<file path="config.mk">
export PLATFORM = sky130hd
export DESIGN_NAME = spi_master_driver
export DESIGN_NICKNAME = d
export VERILOG_FILES = /design/src/rtl/spi_master_driver_pkg.sv /design/src/rtl/spi_master_shifter.sv /design/src/rtl/spi_master_driver.sv
export SDC_FILE = /design/constraint.sdc
export NUM_CORES = 1
export LEC_CHECK = 0
export ABC_AREA = 1
export BUFFER_PORTS_ARGS = -buffer_cell sky130_fd_sc_hd__clkbuf_2
export CAP_MARGIN = 10
export CELL_PAD_IN_SITES_DETAIL_PLACEMENT = 2
export CELL_PAD_IN_SITES_GLOBAL_PLACEMENT = 2
export CORE_AREA = 2 2 75 77
export CTS_CLUSTER_DIAMETER = 40
export CTS_CLUSTER_SIZE = 16
export DETAILED_ROUTE_END_ITERATION = 16
export DIE_AREA = 0 0 77 79
export PLACE_DENSITY = 0.8
export SLEW_MARGIN = 20
export SYNTH_ARGS = -nofsm -noshare
export SYNTH_HDL_FRONTEND = slang
export SYNTH_SLANG_ARGS = --single-unit
</file>
<file path="constraint.sdc">
create_clock -name clk -period 2.05 [get_ports clk]
set_input_delay 0.5125 -clock clk [delete_from_list [all_inputs] [get_ports clk]]
set_output_delay 0.5125 -clock clk [all_outputs]
set_load 0.05 [all_outputs]
</file>
<file path="src/rtl/spi_master_driver_pkg.sv">
// Shared types and constants for the SPI master driver and its shifter.
// Opcodes sit in cmd_word[9:8]; only OP_RD_DATA frames carry a MISO phase.
package spi_master_driver_pkg;

    localparam int CMD_W  = 10;
    localparam int DATA_W = 8;

    localparam logic [1:0] OP_WR_ADDR = 2'b00;
    localparam logic [1:0] OP_WR_DATA = 2'b01;
    localparam logic [1:0] OP_RD_ADDR = 2'b10;
    localparam logic [1:0] OP_RD_DATA = 2'b11;

    typedef enum logic [2:0] {
        M_IDLE,
        M_START,
        M_SHIFT,
        M_WAIT,
        M_RECV,
        M_END
    } master_state_e;

endpackage

</file>
<file path="src/rtl/spi_master_shifter.sv">
// Serial datapath: 10-bit shift-out register whose low bits double as the MISO shift-in, plus the phase counter.
// Latency: tx_bit reflects the register MSB; rx_next already includes the MISO bit of the current cycle.
// Backpressure: none; fully steered by the driver FSM.
module spi_master_shifter
    import spi_master_driver_pkg::*;
(
    input  logic              clk,
    input  logic              rst_n,
    input  logic              load,
    input  logic [CMD_W-1:0]  load_word,
    input  logic              shift,
    input  logic              rx_en,
    input  logic              miso,
    input  logic              cnt_load,
    input  logic [3:0]        cnt_init,
    output logic              tx_bit,
    output logic [DATA_W-1:0] rx_next,
    output logic              cnt_zero
);

    logic [CMD_W-1:0] sr;
    logic [3:0]       cnt;

    // Counter loads on phase entry and parks at zero, so it can never wrap.
    always_ff @(posedge clk or negedge rst_n) begin
        if (!rst_n) begin
            sr  <= '0;
            cnt <= '0;
        end else begin
            if (load)
                sr <= load_word;
            else if (shift)
                sr <= {sr[CMD_W-2:0], rx_en ? miso : 1'b0};

            if (cnt_load)
                cnt <= cnt_init;
            else if (cnt != 4'd0)
                cnt <= cnt - 4'd1;
        end
    end

    assign tx_bit   = sr[CMD_W-1];
    assign rx_next  = {sr[DATA_W-2:0], miso};
    assign cnt_zero = (cnt == 4'd0);

endmodule

</file>
<file path="src/rtl/spi_master_driver.sv">
// Turns host command words into SPI frames on SS_n/MOSI; read-data frames return a MISO byte on rsp_valid.
// Latency: SS_n falls one cycle after accept; rsp_valid pulses on the first cycle after SS_n rises.
// Backpressure: cmd_ready only in IDLE; rsp_valid has no backpressure.
module spi_master_driver
    import spi_master_driver_pkg::*;
#(
    parameter int unsigned TURNAROUND = 1,
    parameter int unsigned GAP_CYC    = 1
) (
    input  logic              clk,
    input  logic              rst_n,
    input  logic              cmd_valid,
    output logic              cmd_ready,
    input  logic [CMD_W-1:0]  cmd_word,
    output logic              rsp_valid,
    output logic [DATA_W-1:0] rsp_data,
    output logic              busy,
    output logic              SS_n,
    output logic              MOSI,
    input  logic              MISO
);

    master_state_e     state;
    logic [1:0]        op;
    logic              accept;
    logic              cnt_load;
    logic [3:0]        cnt_init;
    logic              tx_bit;
    logic [DATA_W-1:0] rx_next;
    logic              cnt_zero;

    assign accept = (state == M_IDLE) && cmd_valid && cmd_ready;

    always_comb begin
        cnt_load = 1'b0;
        cnt_init = 4'd0;
        case (state)
            M_START: begin
                cnt_load = 1'b1;
                cnt_init = 4'(CMD_W - 1);
            end
            M_SHIFT: if (cnt_zero) begin
                cnt_load = 1'b1;
                cnt_init = (op == OP_RD_DATA) ? 4'(TURNAROUND - 1) : 4'(GAP_CYC - 1);
            end
            M_WAIT: if (cnt_zero) begin
                cnt_load = 1'b1;
                cnt_init = 4'(DATA_W - 1);
            end
            M_RECV: if (cnt_zero) begin
                cnt_load = 1'b1;
                cnt_init = 4'(GAP_CYC - 1);
            end
            default: ;
        endcase
    end

    spi_master_shifter u_shifter (
        .clk       (clk),
        .rst_n     (rst_n),
        .load      (accept),
        .load_word (cmd_word),
        .shift     (state == M_START || state == M_SHIFT || state == M_RECV),
        .rx_en     (state == M_RECV),
        .miso      (MISO),
        .cnt_load  (cnt_load),
        .cnt_init  (cnt_init),
        .tx_bit    (tx_bit),
        .rx_next   (rx_next),
        .cnt_zero  (cnt_zero)
    );

    // Outputs are registered alongside the state, so each one reflects the state being entered.
    always_ff @(posedge clk or negedge rst_n) begin
        if (!rst_n) begin
            state     <= M_IDLE;
            op        <= OP_WR_ADDR;
            SS_n      <= 1'b1;
            MOSI      <= 1'b0;
            cmd_ready <= 1'b0;
            rsp_valid <= 1'b0;
            rsp_data  <= '0;
            busy      <= 1'b0;
        end else begin
            rsp_valid <= 1'b0;
            case (state)
                M_IDLE: begin
                    if (accept) begin
                        state     <= M_START;
                        op        <= cmd_word[CMD_W-1:CMD_W-2];
                        SS_n      <= 1'b0;
                        MOSI      <= cmd_word[CMD_W-1];
                        cmd_ready <= 1'b0;
                        busy      <= 1'b1;
                    end else begin
                        cmd_ready <= 1'b1;
                    end
                end
                M_START: state <= M_SHIFT;
                M_SHIFT: begin
                    if (cnt_zero) begin
                        MOSI <= 1'b0;
                        if (op == OP_RD_DATA) begin
                            state <= M_WAIT;
                        end else begin
                            state <= M_END;
                            SS_n  <= 1'b1;
                        end
                    end else begin
                        MOSI <= tx_bit;
                    end
                end
                M_WAIT: if (cnt_zero) state <= M_RECV;
                M_RECV: begin
                    if (cnt_zero) begin
                        state     <= M_END;
                        SS_n      <= 1'b1;
                        rsp_valid <= 1'b1;
                        rsp_data  <= rx_next;
                    end
                end
                M_END: begin
                    if (cnt_zero) begin
                        state     <= M_IDLE;
                        cmd_ready <= 1'b1;
                        busy      <= 1'b0;
                    end
                end
                default: begin
                    state     <= M_IDLE;
                    SS_n      <= 1'b1;
                    MOSI      <= 1'b0;
                    cmd_ready <= 1'b0;
                    busy      <= 1'b0;
                end
            endcase
        end
    end

endmodule

</file>
## Yosys cells after proc, flatten, opt, wreduce, memory -nomap -nowiden

Cells that the tools add are included.
Widths: inputs -> output; s select.

- Bitwise gates (word level): 3
- Equal/unequal tests: 12
- Multiplexer cells: 30
- Reductions and logical operators: 20
- Add/sub/neg operators: 1

Operator list:

| operator | count |
|---|---|
| $mux 3 | 7 |
| $mux 10 | 2 |
| $pmux 3 s6 | 1 |
| $mux 1 | 12 |
| $ne 2x2->1 const B | 6 |
| $reduce_and 5->1 | 2 |
| $pmux 1 s3 | 3 |
| $mux 4 | 2 |
| $pmux 4 s2 | 1 |
| $reduce_and 2->1 | 4 |
| $reduce_or 4->1 | 2 |
| $eq 3x2->1 const B | 2 |
| $eq 3x3->1 const B | 2 |
| $reduce_or 3->1 | 2 |
| $logic_not 4->1 | 1 |
| $pmux 1 s4 | 1 |
| $reduce_bool 2->1 | 2 |
| $reduce_bool 4->1 | 1 |
| $sub 4x1->4 const B | 1 |
| $eq 3x1->1 const B | 1 |
| $logic_not 3->1 | 1 |
| $not 1->1 | 3 |
| $reduce_and 3->1 | 1 |
| $eq 2x2->1 const B | 1 |
| other kinds (3) | 5 |

- Logic and storage cells: 76
- Input bits: 14
- Output and inout bits: 13
- Flip-flop bits (word level): 32

## Depth between registers and ports, before layout

Gate-level depths: netlist of run 1.

- Depth after elaboration: 5
- Mapped depth: 9
- Depth with buffers taken out: 9

## Hierarchy

A second synthesis of run 1 with hierarchy kept.

- Cells, all modules: 218
- Area, all modules: 1706.6 µm²

By module, submodules not included:

| module | sequential area each (µm²) | times used | cells each | area each (µm²) |
|---|---|---|---|---|
| spi_master_driver | 451.7 | 1 | 124 | 942.2 |
| spi_master_shifter | 350.3 | 1 | 94 | 764.5 |

## Worst setup path after synthesis of run 1

No wires, ideal clock.

- Path kind: register to register
- From: register u_shifter.cnt[0]
- To: register rsp_data[1]
- Required time: 1.928 ns
- Stages on the path, launching flop included: 9
- Arrival: 1.345 ns
- Setup time: 0.122 ns
- Slack: 0.583 ns
- Buffers on the path: 1
- Clock period less this slack: 1.467 ns
- Cells stage by stage: dfrtp_1 -> inv_1 -> ha_1 -> nand3_1 -> nor2_4 -> inv_2 -> buf_2 -> nand2_1 -> o21ai_1

- Word-level cells in the longest chain between the ends: 2

RTL lines:

| element | line | source |
|---|---|---|
| start: declaration | spi_master_shifter.sv:22 | `logic [3:0] cnt;` |
| start signal: assignment | spi_master_shifter.sv:36 | `cnt <= cnt_init;` |
| start signal: assignment | spi_master_shifter.sv:38 | `cnt <= cnt - 4'd1;` |
| $logic_not 4->1 | spi_master_shifter.sv:44 | `assign cnt_zero = (cnt == 4'd0);` |
| $reduce_and 2->1 (no line) | n/a |  |
| end signal: assignment | spi_master_driver.sv:119 | `rsp_data <= rx_next;` |
| end: declaration | spi_master_driver.sv:16 | `output logic [DATA_W-1:0] rsp_data,` |

Every way passes these cells.
A chain may end at the register's enable or synchronous reset.

## Final worst setup path of run 1

- From: register u_shifter.cnt[0]
- To: register u_shifter.cnt[1]

- Word-level cells in the longest chain between the ends: 4
- Elaborated cells on any way between the ends: 10
- Those cells by class: 1 x add/sub; 6 x mux; 3 x reduce/logical

RTL lines:

| element |
|---|
| branches (longest 4 deep; another with $sub 4x1->4) |

Parallel ways; which one is timed is not known. The select of a mux whose other input is x is not followed.

==> impl_results.md, run 1 <==
- Flop pwr share: approximately 30%
- Routed len/inst: between 10 and 15 um
- Num CTS Buffers: 5
- R2R cell count: 9
- Max Cap Viol: 0
- Syn nets: between 200 and 250
- Vias: 1448
- Cell variety after synth: 26
- Crit path cell chain: inv_1, ha_1, nand3_1, inv_1, nand2_1, nand3_1, nand2_1, nand2_1, nand2_1
- Sequential share of the synthesized area: just under 50%
- Largest family of logic cells by synthesized area: simple AND/OR/NAND/NOR gates
- Final Hold Fails: 0
- Syn-to-layout area delta: 21.0%
- Int Pwr: 0.00186 W
- Clock skew: around 4.6 ps
- Die Area: roughly 6100 sq um
- Routed vias/inst: 4.75
- Fillers: 652
- EDFF count, synth: 0
- Post-Synthesis Cells: 200
- GRT overflow: 0
- Drt first pass iters: 4
- Most common library cells after synthesis: nand2_1, dfrtp_1, nand3_1
- Worst VDD drop: approximately 0.60 mV
- Setup TNS: 0 ps
- Non-Filler Instances: a little over 300
- Clock Power Share: 18.4%
- Hold-fix buffers, CTS: 0
- Synth top area share: 47.6%
- Die W: slightly below 80 um
- Critical Path Source Type: flip-flop
- Share of post-route cells with drive strength above 1: roughly a quarter
- Req. time, crit path: ~2200 ps
- Worst-Skew Late Latency: 290 ps
- Adder-cell share of the synthesized area: 0.767%
- IO Count: 27
- Top Metal Used: met4
- XOR/XNOR Fraction of Synth Area: 0.537%
- Multi-input gate area: just over 700 sq um
- Most frequent CP cell: nand2_1
- Max-slew violation count: 0
- Fmax: ~0.58 GHz
- Hold Crit Class: in -> async
- Number of global-route vias before repair: about 1500
- Slowest Stage Delay on Critical Path: around 370 ps
- Final setup fails: 0
- CP Class: reg -> reg
- Compound-Gate Fraction of Synth Area: between 7 and 8%
- Switch share: between 40% and 50%
- Hold_ws: 241 ps
- Final min period: 1740 ps
- Setup bufs post-CTS: 0
- Critical path's slowest cell: dfrtp_1
- PostCTS Resize Cnt: 0
- FF+latch count, synth: 32
- Largest area contributor in the netlist: dfrtp_1
- CP endpoint kind: flip-flop
- Final period util: between 80 and 90%
- Pwr Density: between 1500 and 2000 nW/um^2
- Critical-path maximum fanout: 7
- Outcome: finished, final reports clean
- Placed cells: slightly below 300
- Pre-CTS setup slack: just under 300 ps
- Antenna violations before repair: 0
- Ant. Diodes: 0
- CTS sink count: 32
- Slew @ Worst Pin: ~430 ps
- Met3 wire length: 134 um
- Async set-reset flop share out of synthesis: 100%
- Top_reg_cell synth: dfrtp_1
- Port bufs: 26
- H-tree levels: 2
- Core area: approximately 5300 sq um
- CTS max path bufs: 2
- Largest net degree at the start of global routing: 33
- FF/Latch Area: 802 sq um
- Number of core rows: 27
- Initial Util: a little under a third
- Iter 0 DRT Violations: 60
- Largest cells by area after synthesis: dfrtp_1, nand2_1, nand3_1
- P_sw: ~0.0017 W
- Die height: just under 80 um
- Worst Path Arrival: 1920 ps
- Slew HR: between 70% and 80%
- Combinational share of power: 51.5%
- Top-count cell post-synth: nand2_1
- Clk pin slew, worst setup/hold paths: roughly 60 ps
- DP HPWL: approximately 3400 um
- GP Congestion: between 0.8 and 0.9
- Nets: around 250
- Post-route antenna net violation count: 0
- Static leakage: between 1 and 1.5 nW
- RSZ-0062 raised after global routing: false
- CTS tree: yes
- Mapped cell area: approximately 1600 sq um
- Post-synthesis mux area share: 0%
- Routed WL: roughly 4400 um
- Yosys Warn Count: 0
- Setup ws final: around 310 ps
- Simple-Gate Fraction of Synth Area: approximately a third
- Aggregate global-route resource usage: between 15 and 20%
- First-pass GRT wire length: around 7600 um
- Clk root buf: clkbuf_8
- Metal-1 WL: between 2000 and 2500 um
- Post-synthesis area per instance: 8.15 sq um
- DR WL met2: between 2000 and 2500 um
- Post-route DRC: 0
==> kinds of logic after synthesis <==
group | after synthesis
flops | 32
compound gates | 25
fa+ha+maj | 1
simple gates | 115
buf+inv | 26
xor+xnor | 1
==> power groups by stage <==
stage          registers (W)  logic, W  clock network [W]
6_report             0.00108   0.00185           0.000661
5_1_grt              0.00112   0.00209           0.000716
4_1_cts              0.00109   0.00189           0.000686
3_5_place_dp         0.00110   0.00187                  0
3_3_place_gp         0.00108   0.00180                  0
2_1_floorplan        0.00143   0.00104                  0
==> cell usage in the layout, fill, tap and decap left out <==
cell type  instances
o22ai_1            1
clkbuf_8           7
buf_4              3
nand2_4            2
o21ai_0           12
ha_1               1
xor2_1             1
nand4_4            1
dfstp_2            1
nand3_1           26
nand3b_1           1
or2_2              1
clkbuf_2          26
o21ai_1            8
nor2_4             4
a21oi_1            3
nand2_1           71
dfrtp_1           31
nand4_2            1
inv_2              5
inv_1             17
nor2_2             2
nand3_4            1
a21oi_2            1
nand2_2            3
nor2_1             2
bufinv_16          1
==> state kept, by name (all words and copies together) (netlist names) <==
signal / cells
MOSI: 1
SS_n: 1
rsp_valid: 1
cmd_ready: 1
u_shifter.cnt: 4
op: 2
state: 3
u_shifter.sr: 10
rsp_data: 8
busy: 1
==> cell type report <==
| class | instances | area share [%] |
|---|---|---|
| flip-flops and latches | 32 | 40.6 |
| multi-input cells | 142 | 36.5 |
| repair buffers | 29 | 7.74 |
| clock buffers | 7 | 4.88 |
| well taps | 72 | 4.57 |
| inverters | 22 | 4.19 |
| clock inverters | 1 | 1.52 |
==> worst max-delay path, delay by kind of cell (launching register included) <==
kind	cells	cell delay [ps]
adder cells (fa/ha/maj)	1	220
buffers and inverters	2	350
flip-flops	1	370
AND/OR/NAND/NOR	6	700
==> worst paths after layout <==
kind | from | end | slack [ps]
worst max-delay path | u_shifter.cnt[0] | u_shifter.cnt[1] | 310
worst min-delay path | rst_n | busy | 240
worst max register to register | u_shifter.cnt[0] | u_shifter.cnt[1] | 310
worst min register to register | SS_n | SS_n | 470
max in group asynchronous | rst_n | SS_n | 1470
min in group clk | cmd_word[8] | op[0] | 450
==> through the flow <==
stage	power (W)	area (sq um)	utilization (%)
after floorplan	0.00248	1630	-
after global placement	0.00288	1850	34.6
after detailed placement	0.00297	1850	34.6
after CTS	0.00367	1970	37.0
after global routing	0.00393	1970	37.0
final	0.00360	1970	37.0
==> routing by layer <==
layer  vias up  track usage (%)
met2        22             26.4
met3         7             4.09
met4         0             6.43
met1       715             20.9
li1        704                -
met5         -                0
Power figures use the tool's default switching activity.
==> run 2: changes to the inputs <==
- CORE_AREA: 2 2 75 77 -> 2 2 78 80
- DIE_AREA: 0 0 77 79 -> 0 0 80 82
- PLACE_DENSITY: 0.8 -> 0.78
- clock period: 2.05 -> 1.5 ns (I/O delays scaled with it)
==> run 2 against run 1 <==
Effect of this change:
- total power up 50%
- die area up 7.8%
- routed wire length up 16%
- critical path depth down 8
- count of clock-buffer cells in the layout down 2
- hold slack worse by 150 ps
- design area up 10%
- clock skew down 0.75 ps
- critical path type is now reg -> out
- core utilization up 0.90 points
- via count up 6.0%
- first-iteration DRC count down 32%
- global-route usage up 0.48 points
==> impl_results.md, run 2 (synthesis gave the netlist of run 1 again) <==
- Worst-Skew Late Latency: 290 ps
- Hold-fix buffers, CTS: 0
- Largest net degree at the start of global routing: 33
- GP Congestion: 0.798
- DR WL met2: roughly 2800 um
- Metal-1 WL: 2110 um
- CTS sink count: 32
- H-tree levels: 2
- Biggest regs: u_shifter.sr (10), rsp_data (8), u_shifter.cnt (4)
- Worst Path Arrival: between 1000 and 1500 ps
- Slowest Stage Delay on Critical Path: roughly 530 ps
- Port bufs: 26
- Drt first pass iters: 3
- Slew HR: 71.9%
- Commonest non-fill, non-tap cell in the layout: nand2_1
- Hold_ws: approximately 93 ps
- Setup TNS: 0 ps
- Final period util: between 90% and 100%
- IO Count: 27
- DP HPWL: between 3000 and 4000 um
- Largest delay share family, worst path: flip-flops
- Utilization after layout: 37.9%
- Outcome: finished, final reports clean
- CTS tree: yes
- Syn-to-layout area delta: 33.5%
- Final min period: roughly 1500 ps
- Vias: approximately 1500
- Post-route antenna net violation count: 0
- Critical-path maximum fanout: 2
- Slew @ Worst Pin: 421 ps
- Core area: 5750 sq um
- Routed vias/inst: about 4.7
- Clock skew: between 3 and 4 ps
- R2R Path End: u_shifter.sr[0]
- Crit path cell chain: buf_2
- Worst setup path start: SS_n
- CP endpoint kind: output pin
- Number of core rows: 28
- Hold Crit Class: in -> async
- R2R Setup Slk: ~80 ps
- Worst VDD drop: 0.752 mV
- Die W: around 80 um
- GRT overflow: 0
- Max reg flops: 10
- Antenna violations before repair: 0
- Max Cap Viol: 0
- Fmax: about 0.7 GHz
- Initial Util: between 20% and 30%
- Req. time, crit path: 1120 ps
- Max-slew violation count: 0
- Nets: 268
- Routed len/inst: between 15 and 20 um
- Clk pin slew, worst setup/hold paths: roughly 80 ps
- Post-route DRC: 0
- Num CTS Buffers: 5
- Share of post-route cells with drive strength above 1: 37.0%
- Buffer and inverter count on the worst path: 1
- Die height: about 82 um
- Most frequent cells in the layout: nand2_1, dfrtp_1, clkbuf_2
- Die Area: 6560 sq um
- CTS max path bufs: 2
- Placed cells: approximately 320
- Routed WL: 5110 um
- CP Class: reg -> out
- Non-Filler Instances: approximately 330
- Critical Path Source Type: flip-flop
- Static leakage: between 1 and 1.5 nW
- Top Metal Used: met4
- Ant. Diodes: 0
- Critical path's slowest cell: dfstp_2
- Largest register by flop count: u_shifter.sr
- Number of global-route vias before repair: between 1500 and 2000
- Clk root buf: clkbuf_8
- Iter 0 DRT Violations: 41
- Pwr Density: between 2000 and 2500 nW/um^2
- First-pass GRT wire length: 8230 um
- R2R cell count: 5
- RR Startpoint: state[1]
- Met3 wire length: roughly 130 um
- Final Hold Fails: 0
- Final setup fails: 0
- Aggregate global-route resource usage: around 17%
==> run 2: cell types whose count changed in the layout (fill, tap and decap cells not counted), moves of 3 or more <==
cell | previous run | this run
inv_1 | 17 | 13
dfrtp_2 | 0 | 3
inv_2 | 5 | 8
buf_4 | 3 | 23
dfrtp_1 | 31 | 28
nand2_1 | 71 | 68
==> run 2: how the worst max path moves through the flow <==
stage,to,depth (start not counted)
finish,SS_n,1
global route,u_shifter.sr[6],8
CTS,SS_n,7
detailed placement,SS_n,7
global placement,SS_n,7
floorplan,rsp_data[1],8
==> run 2: cell type report <==
class	instances	area, sq um
clock buffer	5	68.8
clock inverter	3	42.5
fill	680	3570
inverter	22	85.1
multi-input combinational	142	766
sequential	32	806
tap	75	93.8
timing repair buffer	50	314
==> run 2: power by group <==
group	internal (W)	switching (W)	total, W
sequential	0.00124	0.000250	0.00149
combinational	0.00106	0.00199	0.00305
clock	0.000492	0.000373	0.000865
total	0.00279	0.00261	0.00541
==> run 2: through the flow <==
stage                     area, sq um  worst slack, ps  power (W)
after global routing             2180            -41.3    0.00587
after CTS                        2090             7.07    0.00522
after global placement           1970            -6.36    0.00417
after detailed placement         1970            -50.8    0.00429
after floorplan                  1630             32.6    0.00339
final                            2180             42.1    0.00541
==> run 2: metal layers <==
layer / vias to the layer above / track usage [%]
met3: 8 / 2.20
met5: - / 0
met2: 25 / 29.1
met4: 0 / 6.61
met1: 756 / 21.1
li1: 746 / -
==> run 2: what timing repair did <==
action                                  CTS  global route
gates resized for setup                   1            20
hold endpoints to repair                  0             0
setup buffers                             0             5
pin swaps                                 2             6
endpoints found under the setup margin   12            28
==> run 3: changes to the inputs <==
- CORE_AREA: 2 2 78 80 -> 2 2 72 74
- DIE_AREA: 0 0 80 82 -> 0 0 74 76
- PLACE_DENSITY: 0.78 -> 0.86
- clock period: 1.5 -> 1.8 ns (I/O delays scaled with it)
==> run 3 against run 2 <==
Effect of this change:
- global-route usage increased by 2.4 points
- routed wire length decreased by 7.9%
- non-clock buffer count decreased by 21
==> impl_results.md, run 3 (synthesis gave the netlist of run 1 again) <==
- Hold Crit Class: in -> async
- Setup ws final: about 180 ps
- Clock skew: 5.43 ps
- IO Count: 27
- Most frequent CP cell: nand2_1
- Drt first pass iters: 3
- Post-route DRC: 0
- DP HPWL: between 3000 and 4000 um
- Clk root buf: clkbuf_8
- GRT overflow: 0
- Die Area: 5620 sq um
- Final setup fails: 0
- Commonest non-fill, non-tap cell in the layout: nand2_1
- Req. time, crit path: about 2000 ps
- Share of post-route cells with drive strength above 1: 25.8%
- R2R cell count: 9
- Final min period: 1620 ps
- RSZ-0062 raised after global routing: false
- Port bufs: 26
- CTS tree: yes
- Die height: 76 um
- Met2 GRT Util: between 30% and 40%
- Num CTS Buffers: 5
- Iter 0 DRT Violations: 25
- Crit path cell chain: inv_1, ha_1, nand3_2, inv_1, nand2_1, nand3_1, nand2_1, nand2_1, nand2_1
- Most Crowded Layer GR: met2
- CTS max path bufs: 2
- Max Cap Viol: 0
- GP Congestion: 0.799
- Critical Path Source Type: flip-flop
- RR Startpoint: u_shifter.cnt[0]
- Slowest Stage Delay on Critical Path: around 400 ps
- Buffer and inverter count on the worst path: 2
- M3 GR Usage: between 3 and 4%
- Slew @ Worst Pin: between 400 and 500 ps
- First-pass GRT wire length: 8170 um
- Post-route antenna net violation count: 0
- Fillers: 601
- Static leakage: 1.06 nW
- Worst VDD drop: 0.651 mV
- Final Hold Fails: 0
- Largest delay share family, worst path: simple AND/OR/NAND/NOR gates
- Critical-path maximum fanout: 7
- Pre-CTS setup slack: 98.9 ps
- Non-Filler Instances: roughly 300
- Aggregate global-route resource usage: a little under a fifth
- Placed cells: about 300
- Multi-input gate area: 724 sq um
- Clk pin slew, worst setup/hold paths: ~80 ps
- Largest register by flop count: u_shifter.sr
- Vias: approximately 1500
- Largest net degree at the start of global routing: 18
- Routed len/inst: ~16 um
- Critical path's slowest cell: dfrtp_1
- R2R Setup Slk: between 150 and 200 ps
- Setup TNS: 0 ps
- Syn-to-layout area delta: 21.0%
- Number of global-route vias before repair: ~1700
- Outcome: finished, final reports clean
- Nets: 247
- Hold-fix buffers, CTS: 0
- Die W: roughly 74 um
- Slew HR: about two thirds
- CP endpoint kind: flip-flop
- Most frequent cells in the layout: nand2_1, dfrtp_1, clkbuf_2
- Worst-Skew Late Latency: around 290 ps
- Worst Path Arrival: approximately 1800 ps
- Max-slew violation count: 0
- H-tree levels: 2
- Ant. Diodes: 0
- Final period util: between 90% and 100%
- Fmax: 0.616 GHz
- Max reg flops: 10
- Power after layout: 0.00410 W
- Antenna violations before repair: 0
- Routed WL: roughly 4700 um
- Number of core rows: 26
- M1 GR Usage: 24.9%
- Routed vias/inst: around 4.9
- CP Class: reg -> reg
- Core area: roughly 4900 sq um
- Biggest regs: u_shifter.sr (10), rsp_data (8), u_shifter.cnt (4)
- R2R Path End: u_shifter.cnt[1]
- Pwr Density: between 2000 and 2500 nW/um^2
- Initial Util: 33.2%
- CTS sink count: 32
- FF/Latch Area: around 800 sq um
- Utilization after layout: between 40% and 50%
## run 3: cell count changes in the layout (fill, tap and decap cells not counted), moves of 2 or more
| cell | delta |
|---|---|
| inv_2 | -3 |
| nand2_1 | +3 |
| dfrtp_1 | +3 |
| inv_1 | +4 |
| nand2_2 | -2 |
| dfrtp_2 | -3 |
| buf_4 | -21 |
## run 3: cell type report
cell class	instances	area share, %
Multi-Input combinational cell	142	36.7
Timing Repair Buffer	29	8.37
Sequential cell	32	40.6
Clock buffer	5	3.49
Tap cell	70	4.44
Clock inverter	3	2.16
Inverter	22	4.19
## run 3: what timing repair did
action,4_1_cts,5_1_grt
gates resized for setup,1,0
setup buffers,0,0
endpoints found under the setup margin,1,0
## run 3: how the worst max path moves through the flow
stage	startpoint	to	slack, ps	cells after the start
3_5_place_dp	u_shifter.cnt[0]	u_shifter.cnt[1]	100	9
4_1_cts	u_shifter.cnt[0]	u_shifter.cnt[1]	130	9
2_1_floorplan	u_shifter.cnt[0]	rsp_data[1]	330	8
6_report	u_shifter.cnt[0]	u_shifter.cnt[1]	180	9
5_1_grt	u_shifter.cnt[0]	u_shifter.cnt[1]	1	9
3_3_place_gp	u_shifter.cnt[0]	u_shifter.cnt[1]	200	9
## run 3: per-layer routing
| layer | routed length (um) | vias up |
|---|---|---|
| met1 | 2140 | 750 |
| met2 | 2360 | 22 |
| met5 | 0 | - |
| li1 | - | 700 |
| met4 | 61 | 0 |
| met3 | 148 | 4 |
## run 3: stage by stage
stage,instance area (sq um),hold WS (ps)
floorplan,1630,154
global placement,1860,419
detailed placement,1860,427
CTS,1970,104
global route,1970,109
finish,1970,101
## run 3: power breakdown
part | internal (W) | leakage, nW | switching, W
Clock | 0.000410 | 0.0541 | 0.000299
Sequential | 0.00103 | 0.412 | 0.000222
Combinational | 0.000608 | 0.594 | 0.00153
